===== config.mk =====
export PLATFORM = sky130hd
export DESIGN_NAME = key_led_ctrl
export DESIGN_NICKNAME = d
export VERILOG_FILES = /design/src/rtl/key_led_ctrl.sv
export SDC_FILE = /design/constraint.sdc
export NUM_CORES = 1
export LEC_CHECK = 0
export BUFFER_PORTS_ARGS = -buffer_cell sky130_fd_sc_hd__buf_2
export CORE_ASPECT_RATIO = 1.25
export CORE_UTILIZATION = 40
export CTS_BUF_LIST = sky130_fd_sc_hd__clkbuf_2
export DETAILED_ROUTE_END_ITERATION = 7
export GPL_TIMING_DRIVEN = 0
export MAX_ROUTING_LAYER = met4
export PLACE_DENSITY_LB_ADDON = 0.2
export SLEW_MARGIN = 20
export SYNTH_ARGS = -nofsm -noshare
export SYNTH_HDL_FRONTEND = slang
export SYNTH_SLANG_ARGS = --single-unit

===== constraint.sdc =====
create_clock -name clk -period 4.65 [get_ports clk]
set_input_delay 0.93 -clock clk [delete_from_list [all_inputs] [get_ports clk]]
set_output_delay 0.93 -clock clk [all_outputs]
set_load 0.02 [all_outputs]

===== src/rtl/key_led_ctrl.sv =====
// Debounced per-key LED mode controller: each clean press steps its LED
// through OFF -> ON -> BLINK -> OFF; press pulses and modes are exported.
module key_led_ctrl #(
    parameter int DEBOUNCE_CYCLES = 1000000,
    parameter int BLINK_HALF      = 12500000
) (
    input  logic       clk,
    input  logic       rst,
    input  logic [3:0] key,
    output logic [3:0] led,
    output logic [3:0] key_press,
    output logic [7:0] led_mode
);

    localparam int CW = $clog2(DEBOUNCE_CYCLES);
    localparam int BW = $clog2(BLINK_HALF);
    localparam logic [CW-1:0] CNT_LAST   = CW'(DEBOUNCE_CYCLES - 1);
    localparam logic [BW-1:0] BLINK_LAST = BW'(BLINK_HALF - 1);

    typedef enum logic [1:0] {
        MODE_OFF   = 2'b00,
        MODE_ON    = 2'b01,
        MODE_BLINK = 2'b10
    } mode_t;

    logic [3:0]    s1;
    logic [3:0]    s2;
    logic [3:0]    stable;
    logic [3:0]    stable_q;
    logic [CW-1:0] cnt [4];
    logic [BW-1:0] bcnt;
    logic          blink_phase;
    mode_t         mode [4];

    // Keys are active-low; the synchronizer works on the pressed level.
    always_ff @(posedge clk or posedge rst) begin
        if (rst) begin
            s1       <= '0;
            s2       <= '0;
            stable   <= '0;
            stable_q <= '0;
            for (int i = 0; i < 4; i++) begin
                cnt[i] <= '0;
            end
        end else begin
            s1       <= ~key;
            s2       <= s1;
            stable_q <= stable;
            for (int i = 0; i < 4; i++) begin
                if (s2[i] == stable[i]) begin
                    cnt[i] <= '0;
                end else if (cnt[i] == CNT_LAST) begin
                    stable[i] <= s2[i];
                    cnt[i]    <= '0;
                end else begin
                    cnt[i] <= cnt[i] + CW'(1);
                end
            end
        end
    end

    always_ff @(posedge clk or posedge rst) begin
        if (rst) begin
            key_press <= '0;
        end else begin
            key_press <= stable & ~stable_q;
        end
    end

    // Free-running so every blinking LED shares one phase.
    always_ff @(posedge clk or posedge rst) begin
        if (rst) begin
            bcnt        <= '0;
            blink_phase <= 1'b0;
        end else if (bcnt == BLINK_LAST) begin
            bcnt        <= '0;
            blink_phase <= ~blink_phase;
        end else begin
            bcnt <= bcnt + BW'(1);
        end
    end

    always_ff @(posedge clk or posedge rst) begin
        if (rst) begin
            for (int i = 0; i < 4; i++) begin
                mode[i] <= MODE_OFF;
            end
        end else begin
            for (int i = 0; i < 4; i++) begin
                case (mode[i])
                    MODE_OFF:   if (key_press[i]) mode[i] <= MODE_ON;
                    MODE_ON:    if (key_press[i]) mode[i] <= MODE_BLINK;
                    MODE_BLINK: if (key_press[i]) mode[i] <= MODE_OFF;
                    default:    mode[i] <= MODE_OFF;
                endcase
            end
        end
    end

    always_ff @(posedge clk or posedge rst) begin
        if (rst) begin
            led <= '0;
        end else begin
            for (int i = 0; i < 4; i++) begin
                case (mode[i])
                    MODE_ON:    led[i] <= 1'b1;
                    MODE_BLINK: led[i] <= blink_phase;
                    default:    led[i] <= 1'b0;
                endcase
            end
        end
    end

    assign led_mode = {mode[3], mode[2], mode[1], mode[0]};

endmodule

Word-level counts from Yosys, hierarchy flattened
Index checks and enable logic that the tools add are counted. W data, S select, Z words.

Register bits after elaboration: 137. Latch bits: 0. Bits in writable memories: 0. Bits in read-only memories: 0. Input bits: 6. Output and inout port bits: 16. Word-level logic and storage cells: 102. Memories kept: 0.

Add/sub/neg operators: 5. $mul: 0. Divide/modulo/power cells: 0. Order comparisons: 0. Eq/ne operators: 29. Shifts and indexed selects: 0. Muxes and demuxes: 29. Bitwise logic cells: 8. Reductions and logical operators: 12.

Operators by type and width (count): $mux W20 (8); $add A20 B1 Y20 const B (4); $eq A20 B20 Y1 const B (4); $add A24 B1 Y24 const B (1); $eq A24 B24 Y1 const B (1); $mux W2 (12); $mux W24 (1); $ne A2 B2 Y1 const B (12); $pmux W2 S3 (4); $reduce_and A3 Y1 (4); $eq A2 B1 Y1 const B (4); $eq A2 B2 Y1 const B (4); $logic_not A2 Y1 (4); $not A4 Y4 (2); $pmux W1 S2 (4); $reduce_and A2 Y1 (4); $not A1 Y1 (5); $and A4 B4 Y4 (1); $eq A1 B1 Y1 (4).

Depth between registers and ports, before layout
Gate-level depths: netlist (run 1).

Depth after elaboration: 3. Gate-level depth with buffers: 7. Mapped depth without buffers: 5.

Least setup slack after synthesis (run 1)
No wires, ideal clock.

Kind: register to register. Start: register cnt[40] in the netlist's numbering. End: register cnt[58] in the netlist's numbering. Setup time: 0.078 ns. Arrival: 1.918 ns. Data required time: 4.572 ns. Path slack: 2.654 ns. Cell stages (with the launch flop): 7. Path buffers: 1. Clock period less this slack: 1.996 ns. Cells stage by stage: dfrtp_1 ha_1 nand3_2 or4_1 buf_2 or4_1 a21oi_1.

Longest elaborated chain between the ends: 3. Elaborated cells between the ends (all ways): 4. Classes of those cells: add/sub (1); eq/ne (1); mux (2).

Ends and longest elaborated chain: from (decl) (RTL line 30) `logic [CW-1:0] cnt [4];`; from (signal, indexed assignment) (RTL line 56) `cnt[i] <= cnt[i] + CW'(1);`; $add A20 B1 Y20 / $eq A20 B20 Y1 (equally long branches) (RTL line 56, 52); $mux W20 * (RTL line 52) `end else if (cnt[i] == CNT_LAST) begin`; $mux W20 * (RTL line 50) `if (s2[i] == stable[i]) begin`.

Mark *: on every way between the ends. The rest lies on a longest branch, timed or not. A chain may end at the register's enable or synchronous reset.

Final worst setup path (run 1)
Start: register bcnt[0]. End: register bcnt[10].

Longest elaborated chain between the ends: 2. Elaborated cells between the ends (all ways): 3. Classes of those cells: add/sub (1); eq/ne (1); mux (1).

Ends and longest elaborated chain: from (decl) (RTL line 31) `logic [BW-1:0] bcnt;`; from (signal assigned) (RTL line 79) `bcnt <= bcnt + BW'(1);`; $add A24 B1 Y24 / $eq A24 B24 Y1 (equally long branches) (RTL line 79, 75); $mux W24 * (RTL line 75) `end else if (bcnt == BLINK_LAST) begin`.

Marks and branches as above.

==> flow_summary.ini, run 1 <==
[timing]
slew_violations = 0
relSlewSlack = 0.460
fin_hold_ws_ps = 180
hold_violations = 0
worst_slew_pin_slew_ps = 803
finalClockSkew_ps = 21.4
grt_setup_unrepaired = no
post-route-min-period_ps = 2540
setup_viol = 0
max_freq_ghz = 0.394
finalCritPeriodShare = 0.546

[pwr]
combPwrFrac = 0.033
switchingPower_mw = 0.444
clkPwrFrac = 0.290
power.density_mw_per_mm2 = 253
p_total_mw = 1.80
vdd_ir_drop_max_uv = 161
seq_power_share = 0.677
power.leakage_nw = 3.04
intPower_mw = 1.35
switching_share = 0.247

[cells_and_area]
final_nets = 704
layout-drive-gt1-share = 0.110
regMostFlops = cnt
largest_reg_flops = 80
fillers = 1565
syn_to_final_growth_pct = 8.40
instances_no_fill = 897

[floorplanning]
die_w_um = 116
dieArea_mm2 = 0.0169
rows = 51
io_pins = 22
core_area_mm2 = 0.0158
start_util = 0.414
die-height_um = 145

[synth]
synth_area_per_cell_um2 = 10.4
ys.warnings.count = 0
seq_area_frac_synth = 0.523
synthCells = 632
synth-edff-count = 0
synth_commonest_cells = dfrtp_1, nor2_1, a21oi_1
synth_top_area_frac = 0.523
syn-cell-area_mm2 = 0.00655
ys_async_sr_fraction = 1.00
dominantRegCellSynth = dfrtp_1
synth.most_common_cell = dfrtp_1
ys_ff_latch = 137
synth_area_leader_cell = dfrtp_1
synth_area_leaders = dfrtp_1, ha_1, xnor2_1, xor2_1, nor2_1
syn_nets = 663
synthDistinctLibCells = 40

[placed_design]
dp_cells = 866
hpwl_mm = 8.31
finalWeightedCongestion = 0.786
io_buffers = 21

[route]
vias_per_cell = 5.22
vias = 4686
drc = 0
ant_nets = 0
drt_iter0_markers = 183
wl_per_cell_um = 13.2
routed_wl_mm = 11.8
dr.pass1.iters = 4

[hold_path]
hold_class = in2async

[clock_network]
cts_buffers = 17
cts_buffer_depth = 2
cts_tree = built
clock_latency_ps = 700
ctsHoldBuffers = 0
htree_levels = 4
cts_root_buf = clkbuf_2
cts_resized = 0
clk_pin_slew_ps = 180
cts_setup_buffers = 0
cts.sinks = 137

[outcome]
status = complete, no violations

[setup_path]
critPathSlowestCell = nor4_2
critPathMaxStageDelay_ps = 690
path_max_fanout = 10
path_class = reg2reg
path_buf_inv = 2
crit_chain = ha_1, and4_1, clkbuf_1, nand2_1, nor4_2, clkbuf_1, nor2_1
cp-end-kind = register
critPathLaunchType = register
path_delay_family = simple AND/OR/NAND/NOR gates
path_common_cell = clkbuf_1
critPathRequiredTime_ps = 5220
worstPathArrival_ps = 3110

[global_route]
antenna_found_initial = 1
grt_pass1_vias = 4652
grt_start_max_net_pins = 98
grt_first_pass_wirelength_mm = 20.6
grt_overflow_total = 0
grt_use_total = 0.159

[run]
maxCapViolCount = 0
metal layers:
| metal | share of wire | vias up | global-route usage |
|---|---|---|---|
| met2 | 0.50 | 75 | 0.257 |
| met1 | 0.45 | 2274 | 0.186 |
| li1 | - | 2316 | - |
| met3 | 0.031 | 21 | 0.0439 |
| met5 | 0 | - | - |
| met4 | 0.019 | 0 | 0.0583 |
per-stage QoR:
stage | area (um^2) | TNS [ps] | worst slack (ps) | util
2_1_floorplan | 6550 | 0 | 52.2 | -
3_3_place_gp | 6920 | -200800 | -1480 | 0.437
3_5_place_dp | 6960 | 0 | 2080 | 0.440
4_1_cts | 7100 | 0 | 2060 | 0.449
5_1_grt | 7100 | 0 | 1870 | 0.449
6_report | 7100 | 0 | 2110 | 0.449
power by group through the flow:
stage | logic (mW) | clock network, mW | registers (mW)
4_1_cts | 0.0622 | 0.553 | 1.22
6_report | 0.0589 | 0.520 | 1.22
3_5_place_dp | 0.0623 | 0 | 1.24
5_1_grt | 0.0700 | 0.604 | 1.22
3_3_place_gp | 0.0573 | 0 | 1.24
2_1_floorplan | 0.0425 | 0 | 1.24
cells in the final DEF, fill, tap and decap left out, types with 4 or more instances in the layout:
cell and instances:
o31ai_1 10, and2_1 8, nor3_1 16, o21ai_0 24, nand4b_1 4, nor2b_1 9, xor2_1 30, nor4_1 9
xnor2_1 33, nand4_1 19, nor2_1 62, dfrtp_1 137, nand2_1 36, buf_2 25, and3_1 13, nand3_1 35
ha_1 25, a21oi_1 40, clkbuf_2 22, or4_1 14, inv_1 28, clkbuf_1 10, or3_1 23, mux2_2 12
clkinv_1 6, and4_1 10
cell families (layout without fill, tap and decap cells):
| kind of cell | after synthesis | after routing | share of synthesized area |
|---|---|---|---|
| mux | 12 | 12 | 0.0206 |
| simple gates | 272 | 272 | 0.227 |
| compound gates | 80 | 80 | 0.0712 |
| other cells | 0 | 1 | 0 |
| xor+xnor | 63 | 63 | 0.0842 |
| fa+ha+maj | 25 | 25 | 0.0477 |
| buf+inv | 43 | 95 | 0.0254 |
| flops | 137 | 137 | 0.523 |
final timing paths:
path | start | end | slack (ps) | cells after the start
worst max-delay path | bcnt[0] | bcnt[10] | 2110 | 7
worst min-delay path | rst | led_mode[1] | 180 | 2
worst max register to register | bcnt[0] | bcnt[10] | 2110 | 7
worst min register to register | s1[2] | s2[2] | 350 | 0
max in group asynchronous | rst | cnt[4] | 3710 | 3
min in group clk | key[3] | s1[3] | 350 | 2
layout make-up:
type | instances | area [um^2] | share of cell area
Antenna cell | 1 | 2.50 | 0.000352
Buffer | 14 | 57.6 | 0.00810
Clock buffer | 22 | 110 | 0.0155
Clock inverter | 8 | 32.5 | 0.00458
Inverter | 29 | 116 | 0.0164
Multi-Input combinational cell | 452 | 2960 | 0.416
Sequential cell | 137 | 3430 | 0.483
Tap cell | 212 | 265 | 0.0374
Timing Repair Buffer | 22 | 133 | 0.0187
No activity file was read; power rests on OpenSTA's default activity.
==> run 2: changes to the inputs <==
- clock period: 4.65 -> 2.2 ns (I/O delays scaled with it)
==> run 2 against run 1 <==
Net effect: power increased by 140%; first-iteration DRC count unchanged; fmax increased by 21%; core utilization increased by 1.8 points; register-to-register slack got worse by 2000 ps; critical path depth decreased by 1; routed wire length increased by 3.0%; final cell count increased by 1.8%; combinational power increased to 2.6 times the previous value; global-route usage increased by 0.62 points.
==> flow_summary.ini, run 2 (synthesis results as in run 1) <==
[outcome]
status = complete, no violations

[route]
vias_per_cell = 5.24
drc = 0
dr.pass1.iters = 4
ant_nets = 0
wl_per_cell_um = 13.3
vias = 4785
drt_iter0_markers = 183
routed_wl_mm = 12.2

[clock_network]
cts_buffer_depth = 2
clock_latency_ps = 710
htree_levels = 4
cts_root_buf = clkbuf_2
cts_buffers = 17
cts_tree = built
clk_pin_slew_ps = 190
cts.sinks = 137

[setup_path]
critPathSlowestCell = or4_1
path_max_fanout = 7
worstPathArrival_ps = 2730
path_class = reg2reg
crit_chain = ha_2, nand3_2, or4_1, buf_2, or4_1, a21oi_1
cp-end-kind = register
critPathRequiredTime_ps = 2840
critPathMaxStageDelay_ps = 520
path_common_cell = or4_1
critPathLaunchType = register
path_buf_inv = 1
path_delay_family = simple AND/OR/NAND/NOR gates

[pwr]
power.density_mw_per_mm2 = 574
switching_share = 0.242
intPower_mw = 3.21
clkPwrFrac = 0.357
vdd_ir_drop_max_uv = 313
power.leakage_nw = 3.17
combPwrFrac = 0.036
switchingPower_mw = 1.03
seq_power_share = 0.606

[global_route]
grt_start_max_net_pins = 34
grt_use_total = 0.165
grt_first_pass_wirelength_mm = 21.4
antenna_found_initial = 1
grt_pass1_vias = 4774
grt_overflow_total = 0

[hold_path]
hold_class = in2async

[placed_design]
finalWeightedCongestion = 0.792
place_area_mm2 = 0.00701
io_buffers = 21
hpwl_mm = 8.63

[timing]
slew_violations = 0
max_freq_ghz = 0.479
worst_slew_pin_slew_ps = 606
finalSetupTns_ps = 0
finalClockSkew_ps = 18.6
relSlewSlack = 0.592
finalCritPeriodShare = 0.950
post-route-min-period_ps = 2090
hold_violations = 0
fin_hold_ws_ps = 257
setup_viol = 0
grt_setup_unrepaired = no

[cells_and_area]
syn_to_final_growth_pct = 12.7
final_nets = 718
fin_area_mm2 = 0.00738
layout-drive-gt1-share = 0.134
layout_common_cells = dfrtp_1, nor2_1, a21oi_1, nand2_1, nand3_1
mostFrequentLayoutCell = dfrtp_1
regMostFlops = cnt
largest_reg_flops = 80

[floorplanning]
die-height_um = 145
core_area_mm2 = 0.0158
start_util = 0.414
die_w_um = 116
io_pins = 22
rows = 51
dieArea_mm2 = 0.0169

[run]
maxCapViolCount = 0
[run 2: worst min-delay path, cell delays in order]
cell and delay, ps:
dlygate4sd3_1 530, buf_2 130, clkinvlp_4 290
[run 2: worst paths after layout]
check	from	end	slack [ps]	depth (start not counted)
hold / removal	rst	cnt[65]	260	3
setup / recovery	cnt[41]	cnt[58]	110	6
max in group asynchronous	rst	bcnt[9]	1210	5
hold reg to reg	s1[2]	s2[2]	370	0
min in group clk	key[1]	s1[1]	360	3
setup reg to reg	cnt[41]	cnt[58]	110	6
[run 2: final cells by class]
type | count | area (um^2)
Tap cell | 212 | 265
Buffer | 14 | 61.3
Timing Repair Buffer | 36 | 280
Clock inverter | 15 | 159
Sequential cell | 137 | 3430
Clock buffer | 17 | 85.1
Inverter | 29 | 113
Antenna cell | 1 | 2.50
Multi-Input combinational cell | 452 | 2990
Fill cell | 1557 | 8440
[run 2: stage by stage]
step	instances	total power, mW	util	setup slack, ps
after floorplan	632	2.70	-	52.9
after global placement	865	2.74	0.438	-808
after detailed placement	869	2.76	0.443	-394
after CTS	908	4.30	0.464	25.9
after global routing	913	4.46	0.467	4.70
final	913	4.24	0.467	111
[run 2: what timing repair did]
item / 4_1_cts / 5_1_grt
hold buffers: 5 / 0
endpoints found under the setup margin: 30 / 28
hold endpoints to repair: 81 / 0
buffers inserted: 2 / 4
resized for setup: 5 / 4
pin swaps: 1 / 3
[run 2: metal layers]
layer	wire length (um)	global-route usage	up-vias
met5	0	-	-
met4	210	0.0667	0
met3	314	0.0368	18
met2	6220	0.271	59
met1	5420	0.193	2367
li1	-	-	2341
[run 2: power by group through the flow]
stage	combinational, mW	sequential [mW]	clock [mW]
final	0.154	2.57	1.51
after global routing	0.180	2.58	1.71
after CTS	0.153	2.57	1.58
after detailed placement	0.141	2.62	0
after global placement	0.122	2.62	0
after floorplan	0.0903	2.61	0
